### src/rtl/key_conditioner.sv
// Key/enable front end for the range-hood controller: 2-flop sync, per-input debounce,
// press detect and a held one-hot event stream. Optional long-press pulse: KEY_LONG_PRESS_EN.
module key_conditioner #(
    parameter int DEBOUNCE_CYCLES = 1_000_000,
    parameter int PULSE_CYCLES    = 50_000_000,
    parameter int GAP_CYCLES      = 50_000_000
`ifdef KEY_LONG_PRESS_EN
    ,
    parameter int LONG_CYCLES     = 100_000_000
`endif
) (
    input  logic       clk,
    input  logic       reset,
    input  logic       enable_raw,
    input  logic [4:0] keys_raw,
    output logic       enable_db,
    output logic [4:0] key_evt,
    output logic       evt_busy,
    output logic       evt_dropped
`ifdef KEY_LONG_PRESS_EN
    ,
    output logic       long_evt
`endif
);

    localparam int DW = $clog2(DEBOUNCE_CYCLES + 1);
    localparam int PW = $clog2(PULSE_CYCLES + 1);
    localparam int GW = $clog2(GAP_CYCLES + 1);
    localparam int CW = (PW > GW) ? PW : GW;

    localparam logic [DW-1:0] DB_LAST    = DW'(DEBOUNCE_CYCLES - 1);
    localparam logic [CW-1:0] PULSE_LAST = CW'(PULSE_CYCLES - 1);
    localparam logic [CW-1:0] GAP_LAST   = CW'(GAP_CYCLES - 1);

    localparam logic [1:0] ST_IDLE = 2'd0;
    localparam logic [1:0] ST_EMIT = 2'd1;
    localparam logic [1:0] ST_GAP  = 2'd2;

    // Bit 5 carries the enable switch, bits 4:0 the keys (bit4 = in1).
    logic [5:0]    sync1_q, sync1_d;
    logic [5:0]    sync2_q, sync2_d;
    logic [5:0]    db_q, db_d;
    logic [DW-1:0] db_cnt_q [6];
    logic [DW-1:0] db_cnt_d [6];
    logic [4:0]    press_q, press_d;

    logic [1:0]    state_q, state_d;
    logic [CW-1:0] phase_cnt_q, phase_cnt_d;
    logic [4:0]    key_evt_q, key_evt_d;

    logic [4:0]    press_sel;
    logic          press_multi;
    logic          dropped;

    always_comb begin
        sync1_d = {enable_raw, keys_raw};
        sync2_d = sync1_q;
    end

    // A level is accepted only after DEBOUNCE_CYCLES consecutive disagreeing samples.
    always_comb begin
        for (int i = 0; i < 6; i++) begin
            db_d[i]     = db_q[i];
            db_cnt_d[i] = '0;
            if (sync2_q[i] != db_q[i]) begin
                if (db_cnt_q[i] == DB_LAST) begin
                    db_d[i]     = ~db_q[i];
                    db_cnt_d[i] = '0;
                end else begin
                    db_cnt_d[i] = db_cnt_q[i] + 1'b1;
                end
            end
        end
        press_d = db_d[4:0] & ~db_q[4:0];
    end

    always_comb begin
        press_sel = '0;
        for (int i = 0; i < 5; i++) begin
            if (press_q[i]) begin
                press_sel    = '0;
                press_sel[i] = 1'b1;
            end
        end
        press_multi = |(press_q & ~press_sel);
    end

    always_comb begin
        state_d     = state_q;
        phase_cnt_d = phase_cnt_q;
        key_evt_d   = key_evt_q;
        case (state_q)
            ST_IDLE: begin
                if ((|press_q) && db_q[5]) begin
                    key_evt_d   = press_sel;
                    phase_cnt_d = '0;
                    state_d     = ST_EMIT;
                end
            end
            ST_EMIT: begin
                if (phase_cnt_q == PULSE_LAST) begin
                    key_evt_d   = '0;
                    phase_cnt_d = '0;
                    state_d     = ST_GAP;
                end else begin
                    phase_cnt_d = phase_cnt_q + 1'b1;
                end
            end
            ST_GAP: begin
                if (phase_cnt_q == GAP_LAST) begin
                    phase_cnt_d = '0;
                    state_d     = ST_IDLE;
                end else begin
                    phase_cnt_d = phase_cnt_q + 1'b1;
                end
            end
            default: begin
                key_evt_d   = '0;
                phase_cnt_d = '0;
                state_d     = ST_IDLE;
            end
        endcase
    end

    // Any lost press in this cycle collapses into one drop pulse.
    always_comb begin
        dropped = (|press_q) && ((state_q != ST_IDLE) || !db_q[5] || press_multi);
    end

    always_ff @(posedge clk) begin
        if (!reset) begin
            sync1_q     <= '0;
            sync2_q     <= '0;
            db_q        <= '0;
            press_q     <= '0;
            state_q     <= ST_IDLE;
            phase_cnt_q <= '0;
            key_evt_q   <= '0;
            for (int i = 0; i < 6; i++) begin
                db_cnt_q[i] <= '0;
            end
        end else begin
            sync1_q     <= sync1_d;
            sync2_q     <= sync2_d;
            db_q        <= db_d;
            press_q     <= press_d;
            state_q     <= state_d;
            phase_cnt_q <= phase_cnt_d;
            key_evt_q   <= key_evt_d;
            for (int i = 0; i < 6; i++) begin
                db_cnt_q[i] <= db_cnt_d[i];
            end
        end
    end

`ifdef KEY_LONG_PRESS_EN
    localparam int LW = $clog2(LONG_CYCLES + 1);
    localparam logic [LW-1:0] LONG_LAST = LW'(LONG_CYCLES - 1);
    localparam logic [LW-1:0] LONG_FULL = LW'(LONG_CYCLES);

    logic [LW-1:0] long_cnt_q, long_cnt_d;
    logic          long_evt_q, long_evt_d;

    // Counter parks at LONG_CYCLES so one hold yields exactly one pulse.
    always_comb begin
        long_cnt_d = long_cnt_q;
        long_evt_d = 1'b0;
        if (!(db_q[4] && db_q[5])) begin
            long_cnt_d = '0;
        end else if (long_cnt_q == LONG_LAST) begin
            long_cnt_d = LONG_FULL;
            long_evt_d = 1'b1;
        end else if (long_cnt_q != LONG_FULL) begin
            long_cnt_d = long_cnt_q + 1'b1;
        end
    end

    always_ff @(posedge clk) begin
        if (!reset) begin
            long_cnt_q <= '0;
            long_evt_q <= 1'b0;
        end else begin
            long_cnt_q <= long_cnt_d;
            long_evt_q <= long_evt_d;
        end
    end

    assign long_evt = long_evt_q;
`endif

    assign enable_db   = db_q[5];
    assign key_evt     = key_evt_q;
    assign evt_busy    = (state_q != ST_IDLE);
    assign evt_dropped = dropped;

endmodule

### config.mk
export PLATFORM = sky130hd
export DESIGN_NAME = key_conditioner
export DESIGN_NICKNAME = d
export VERILOG_FILES = /design/src/rtl/key_conditioner.sv
export SDC_FILE = /design/constraint.sdc
export NUM_CORES = 1
export LEC_CHECK = 0
export CAP_MARGIN = 20
export CORE_MARGIN = 2
export CORE_UTILIZATION = 55
export CTS_CLUSTER_DIAMETER = 200
export DETAILED_ROUTE_END_ITERATION = 10
export MAX_ROUTING_LAYER = met4
export PLACE_DENSITY_LB_ADDON = 0.12
export RECOVER_POWER = 50
export SYNTH_ARGS = -nofsm -noshare
export SYNTH_HDL_FRONTEND = slang
export SYNTH_SLANG_ARGS = --single-unit
### constraint.sdc
create_clock -name clk -period 3.85 [get_ports clk]
set_input_delay 0.5775 -clock clk [delete_from_list [all_inputs] [get_ports clk]]
set_output_delay 0.5775 -clock clk [all_outputs]
set_load 0.02 [all_outputs]
# Word level (Yosys, flattened, before mapping)
# Memories as Yosys holds them, arrays and structs flattened.
# Cells that the tools add are included.
[totals]
regBits = 56
memories = 1
out_inout_bits = 8
mem_bits_rw = 120
in_bits = 8
wordCells = 109
[op_classes]
mux = 45
n_addsub = 7
n_eq_ne = 18
n_reduce_logical = 13
bitwise_logic = 17
[mem_list]
columns = ["name", "depth", "word_bits", "read_ports", "rd_ports_with_merged_regs", "wr", "line_no", "text"]
rows = [
  ["db_cnt_q", 6, 20, 6, 0, 6, "43", "logic [DW-1:0] db_cnt_q [6];"],
]
[op_table]
columns = ["cell", "n"]
rows = [
  ["two-way mux 20 bit", 18],
  ["adder 20 x 1 -> 20 bit, second input constant", 6],
  ["== test 20 bit, second input constant", 6],
  ["two-way mux 26 bit", 2],
  ["case mux 26 bit (2 select lines)", 1],
  ["two-way mux 5 bit", 6],
  ["adder 26 x 1 -> 26 bit, second input constant", 1],
  ["== test 26 bit, second input constant", 1],
  ["case mux 5 bit (3 select lines)", 1],
  ["two-way mux 1 bit", 13],
  ["bitwise AND 5 bit", 2],
  ["inverter 5 bit", 2],
  ["OR reduction 5 bit", 2],
  ["inverter 1 bit", 7],
  ["two-way mux 2 bit", 3],
  ["inequality test 1 bit", 6],
  ["inequality test 2 bit, second input constant", 3],
  ["bitwise OR 1 bit", 6],
  ["case mux 2 bit (3 select lines)", 1],
  ["AND reduction 3 bit", 2],
  ["== test 2 x 1 -> 1 bit, second input constant", 1],
  ["== test 2 bit, second input constant", 1],
  ["logical AND 1 bit", 2],
  ["logical NOT 2 bit", 1],
  ["5 further kinds", 6],
]

# Logic depth before layout (Yosys ltp)
[depth]
ltp_word = 10
ltp_mapped = 8
depth_no_buf = 7

# Worst setup path before layout
# OpenSTA, ideal clock, no wires.
[synth_path]
path_type = "register -> output"
start = "register press_q[1]"
end = "output evt_dropped"
path_stages_with_launch = 6
setup_slack_ns = 2.046
path_buffers = 0
arrival_ns = 1.226
t_required_ns = 3.273
cell_sequence = "dfxtp_1 > maj3_1 > o21ai_0 > a31oi_1 > nor2_1 > a31oi_1"
[synth_between]
elab_chain_len = 9
word_cells_on_any_way = 10
classes_between = "mux: 4; bitwise: 2; reduce/logical: 4"
[synth_lines]
columns = ["element", "line_no", "text"]
rows = [
  ["start, declared", "45", "logic [4:0] press_q, press_d;"],
  ["start signal, assigned", "146", "press_q <= press_d;"],
  ["two-way mux 5 bit (4 in a row)", "80", "if (press_q[i]) begin"],
  ["inverter 5 bit", "85", "press_multi = |(press_q & ~press_sel);"],
  ["bitwise AND 5 bit", "85", ""],
  ["OR reduction 5 bit", "85", ""],
  ["logical OR 1 bit", "127", "dropped = (|press_q) && ((state_q != ST_IDLE) || !db_q[5] || press_multi);"],
  ["logical AND 1 bit *", "127", ""],
  ["end, declared", "19", "output logic evt_dropped"],
]
# Every way passes the cells marked *; elsewhere a longest branch is shown, timed or not.

# Worst setup path in the final report
# Ends and elaborated chain as after synthesis.

==> impl_metrics.py <==
metrics = {
    "power_and_ir_drop": {
        "p_clk_share_pct": 46.8,
        "power_frac_comb_pct": 1.1,
        "worst_ir_drop_vdd_uv": 300.8,
        "seq_power_share_pct": 52.1,
        "switching_share_pct": 20.35,
        "powerDensity_mw_per_mm2": 413.3,
        "p_leak_nw": 2.746,
        "p_sw_mw": 0.7156,
        "power.internal_mw": 2.802,
    },
    "floorplan": {
        "initial_core_util_pct": 55.70,
        "dieHeight_um": 122.1,
        "rows": 43,
        "dieArea_mm2": 0.01491,
        "io_pins": 16,
        "fp.coreArea_mm2": 0.01377,
        "die_x_um": 122.1,
    },
    "placement": {
        "dp_slack_ns": 1.496,
        "place_congestion": 0.8699,
        "io_buffer_count": 15,
        "place_inst": 1042,
        "dpl-instance-area_mm2": 0.007949,
        "place_hpwl_um": 9837,
    },
    "drt": {
        "drc": 0,
        "drt_iter0_drc": 242,
        "dr.pass1.iters": 4,
        "avgRoutedWirePerCell_um": 13.08,
        "ant_nets": 0,
        "drt_wl_total_um": 14050,
        "num_vias": 5712,
        "vias_per_cell": 5.318,
    },
    "critical_path": {
        "cp.required_ns": 3.27,
        "arrival_ns": 2.22,
        "crit_type": "reg -> out",
        "crit_fanout": 5,
        "end_kind": "primary output",
        "cp-start-kind": "flop",
    },
    "clock_network": {
        "ctsHtreeMaxLevel": 4,
        "path_clk_slew_ns": 0.06,
        "cts_tree": "yes",
        "insertion_delay_ns": 0.42,
        "hold_buffers": 0,
        "cts_buffers": 17,
        "cts_root_buffer": "clkbuf_16",
        "numClockSinks": 176,
        "post_cts_resize_count": 0,
        "cts_setup_buffers": 0,
        "clk_path_buf_depth": 2,
    },
    "global_routing": {
        "grt_pass1_wl_um": 24660,
        "grt_pass1_vias": 5537,
        "grt_max_degree": 26,
        "gr-total-overflow": 0,
        "antenna_found_initial": 0,
        "track_usage_pct": 20.96,
    },
    "flow_run": {
        "cap_violations": 0,
    },
    "sta": {
        "period_share_pct": 72.69,
        "finClkSkew_ns": 0.006608,
        "hold_slack_ns": 0.4359,
        "setup_viol": 0,
        "worstMarginPinSlew_ns": 0.9957,
        "tns_ns": 0,
        "rsz0062_at_grt": "no",
        "timing.fmax_ghz": 0.3573,
        "layout_setup_ws_ns": 1.051,
        "relSlewSlack_pct": 33.62,
        "fin_crit_ns": 2.799,
        "slew_violations": 0,
        "hold_viol": 0,
    },
    "final_layout": {
        "stdcell_count": 1074,
        "area_growth_pct": 10.93,
        "nets": 899,
        "antenna_cells": 0,
        "drive_above_1_share_pct": 4.698,
        "design_area_mm2": 0.008511,
    },
    "synthesis": {
        "ys_ff_latch": 176,
        "syn_nets": 883,
        "synth_edf_count": 0,
        "synthFlopType": "dfxtp_1",
        "seq_area_frac_synth_pct": 45.92,
        "yosys_warnings": 0,
        "synthArstFlopShare_pct": 0,
        "syn-cell-area_mm2": 0.007672,
        "ys_types": 52,
        "syn_avg_cell_area_um2": 8.870,
        "syn_inst": 865,
    },
    "hold_path": {
        "min_path_type": "reg -> reg",
    },
    "status": {
        "status": "complete, no violations",
    },
}
sequential cells by signal, summed over array words and instances (netlist names):
| register | count |
|---|---|
| state_q | 2 |
| db_cnt_q | 120 |
| sync2_q | 6 |
| sync1_q | 6 |
| press_q | 5 |
| db_q | 6 |
| phase_cnt_q | 26 |
| key_evt | 5 |
cells in the mapped netlist, types with 3 or more instances:
library cell	n	area, um^2
and2_1	18	112.6
and3_1	14	87.58
nand2_1	55	206.5
nor3_1	24	120.1
xor2_1	67	586.8
inv_1	25	93.84
or3_1	9	56.30
nor2_1	186	698.2
buf_4	3	22.52
buf_6	3	33.78
ha_1	10	125.1
a21oi_1	6	30.03
clkbuf_1	10	37.54
nand2b_1	3	18.77
nand3_1	56	280.3
dfxtp_1	176	3523
buf_2	4	20.02
mux2i_1	10	100.1
nor4_1	20	125.1
o21ai_0	5	25.02
nand4_1	36	225.2
nand3b_1	3	22.52
and4_1	18	157.7
xnor2_1	70	613.1
final cells by class:
cell class / count / area [um^2]
clock inverters: 8 / 80.08
multi-input cells: 643 / 3931
fillers: 1202 / 5263
clock buffers: 24 / 491.7
flip-flops and latches: 176 / 3523
well taps: 180 / 225.2
inverters: 26 / 97.59
repair buffers: 17 / 161.4
final timing paths:
kind	end	from	cells after the start	slack (ns)
max	evt_dropped	press_q[1]	6	1.05
min	sync2_q[2]	sync1_q[2]	1	0.44
max reg2reg	key_evt[2]	state_q[1]	7	1.57
min reg2reg	sync2_q[2]	sync1_q[2]	1	0.44
critical path, cell delays in order, from the launching register on:
cell             delay [ns]
dfxtp_1                0.44
maj3_1                 0.21
o21ai_0                0.07
a31oi_1                0.16
nor2_1                 0.06
a31oi_1                0.21
clkdlybuf4s50_1        0.65
metrics by stage:
step                total power [mW]  util [%]
global placement               1.912     57.71
global route                   3.648     61.79
CTS                            3.556     61.86
floorplan                      1.900         -
finish                         3.517     61.79
detailed placement             1.914     57.71
cells in the final DEF, fill, tap and decap left out, drive strengths merged, types with 24 or more instances in the layout:
cell type  synthesis  final
clkbuf            10     25
dfxtp            176    176
inv               25     25
nand2             56     56
nand3             57     57
nand4             36     36
nor2             186    186
nor3              24     24
nor4              24     24
xnor2             70     70
xor2              67     67
kinds of logic (layout without fill, tap and decap cells):
family	count (synthesis)	after routing	share of synthesized area [%]
flops	176	176	45.92
compound gates	24	24	2.512
xor+xnor	137	137	15.64
simple gates	461	461	30.10
buf+inv	46	75	2.756
mux	10	10	1.305
fa+ha+maj	11	11	1.761
routing by layer:
layer / GRT usage (%) / vias up / share of wire, %
met3: 5.150 / 9 / 2.6
met1: 26.62 / 2718 / 50
met5: - / - / 0
met4: 5.603 / 0 / 0.89
met2: 33.52 / 38 / 47
li1: - / 2947 / -
power groups by stage:
stage,combinational (mW),sequential [mW],clock (mW)
floorplan,0.0274,1.87,0
global placement,0.0387,1.87,0
detailed placement,0.0398,1.87,0
CTS,0.0400,1.83,1.68
global route,0.0436,1.83,1.77
finish,0.0383,1.83,1.65
Note: power is estimated with default switching activity, not from simulation.
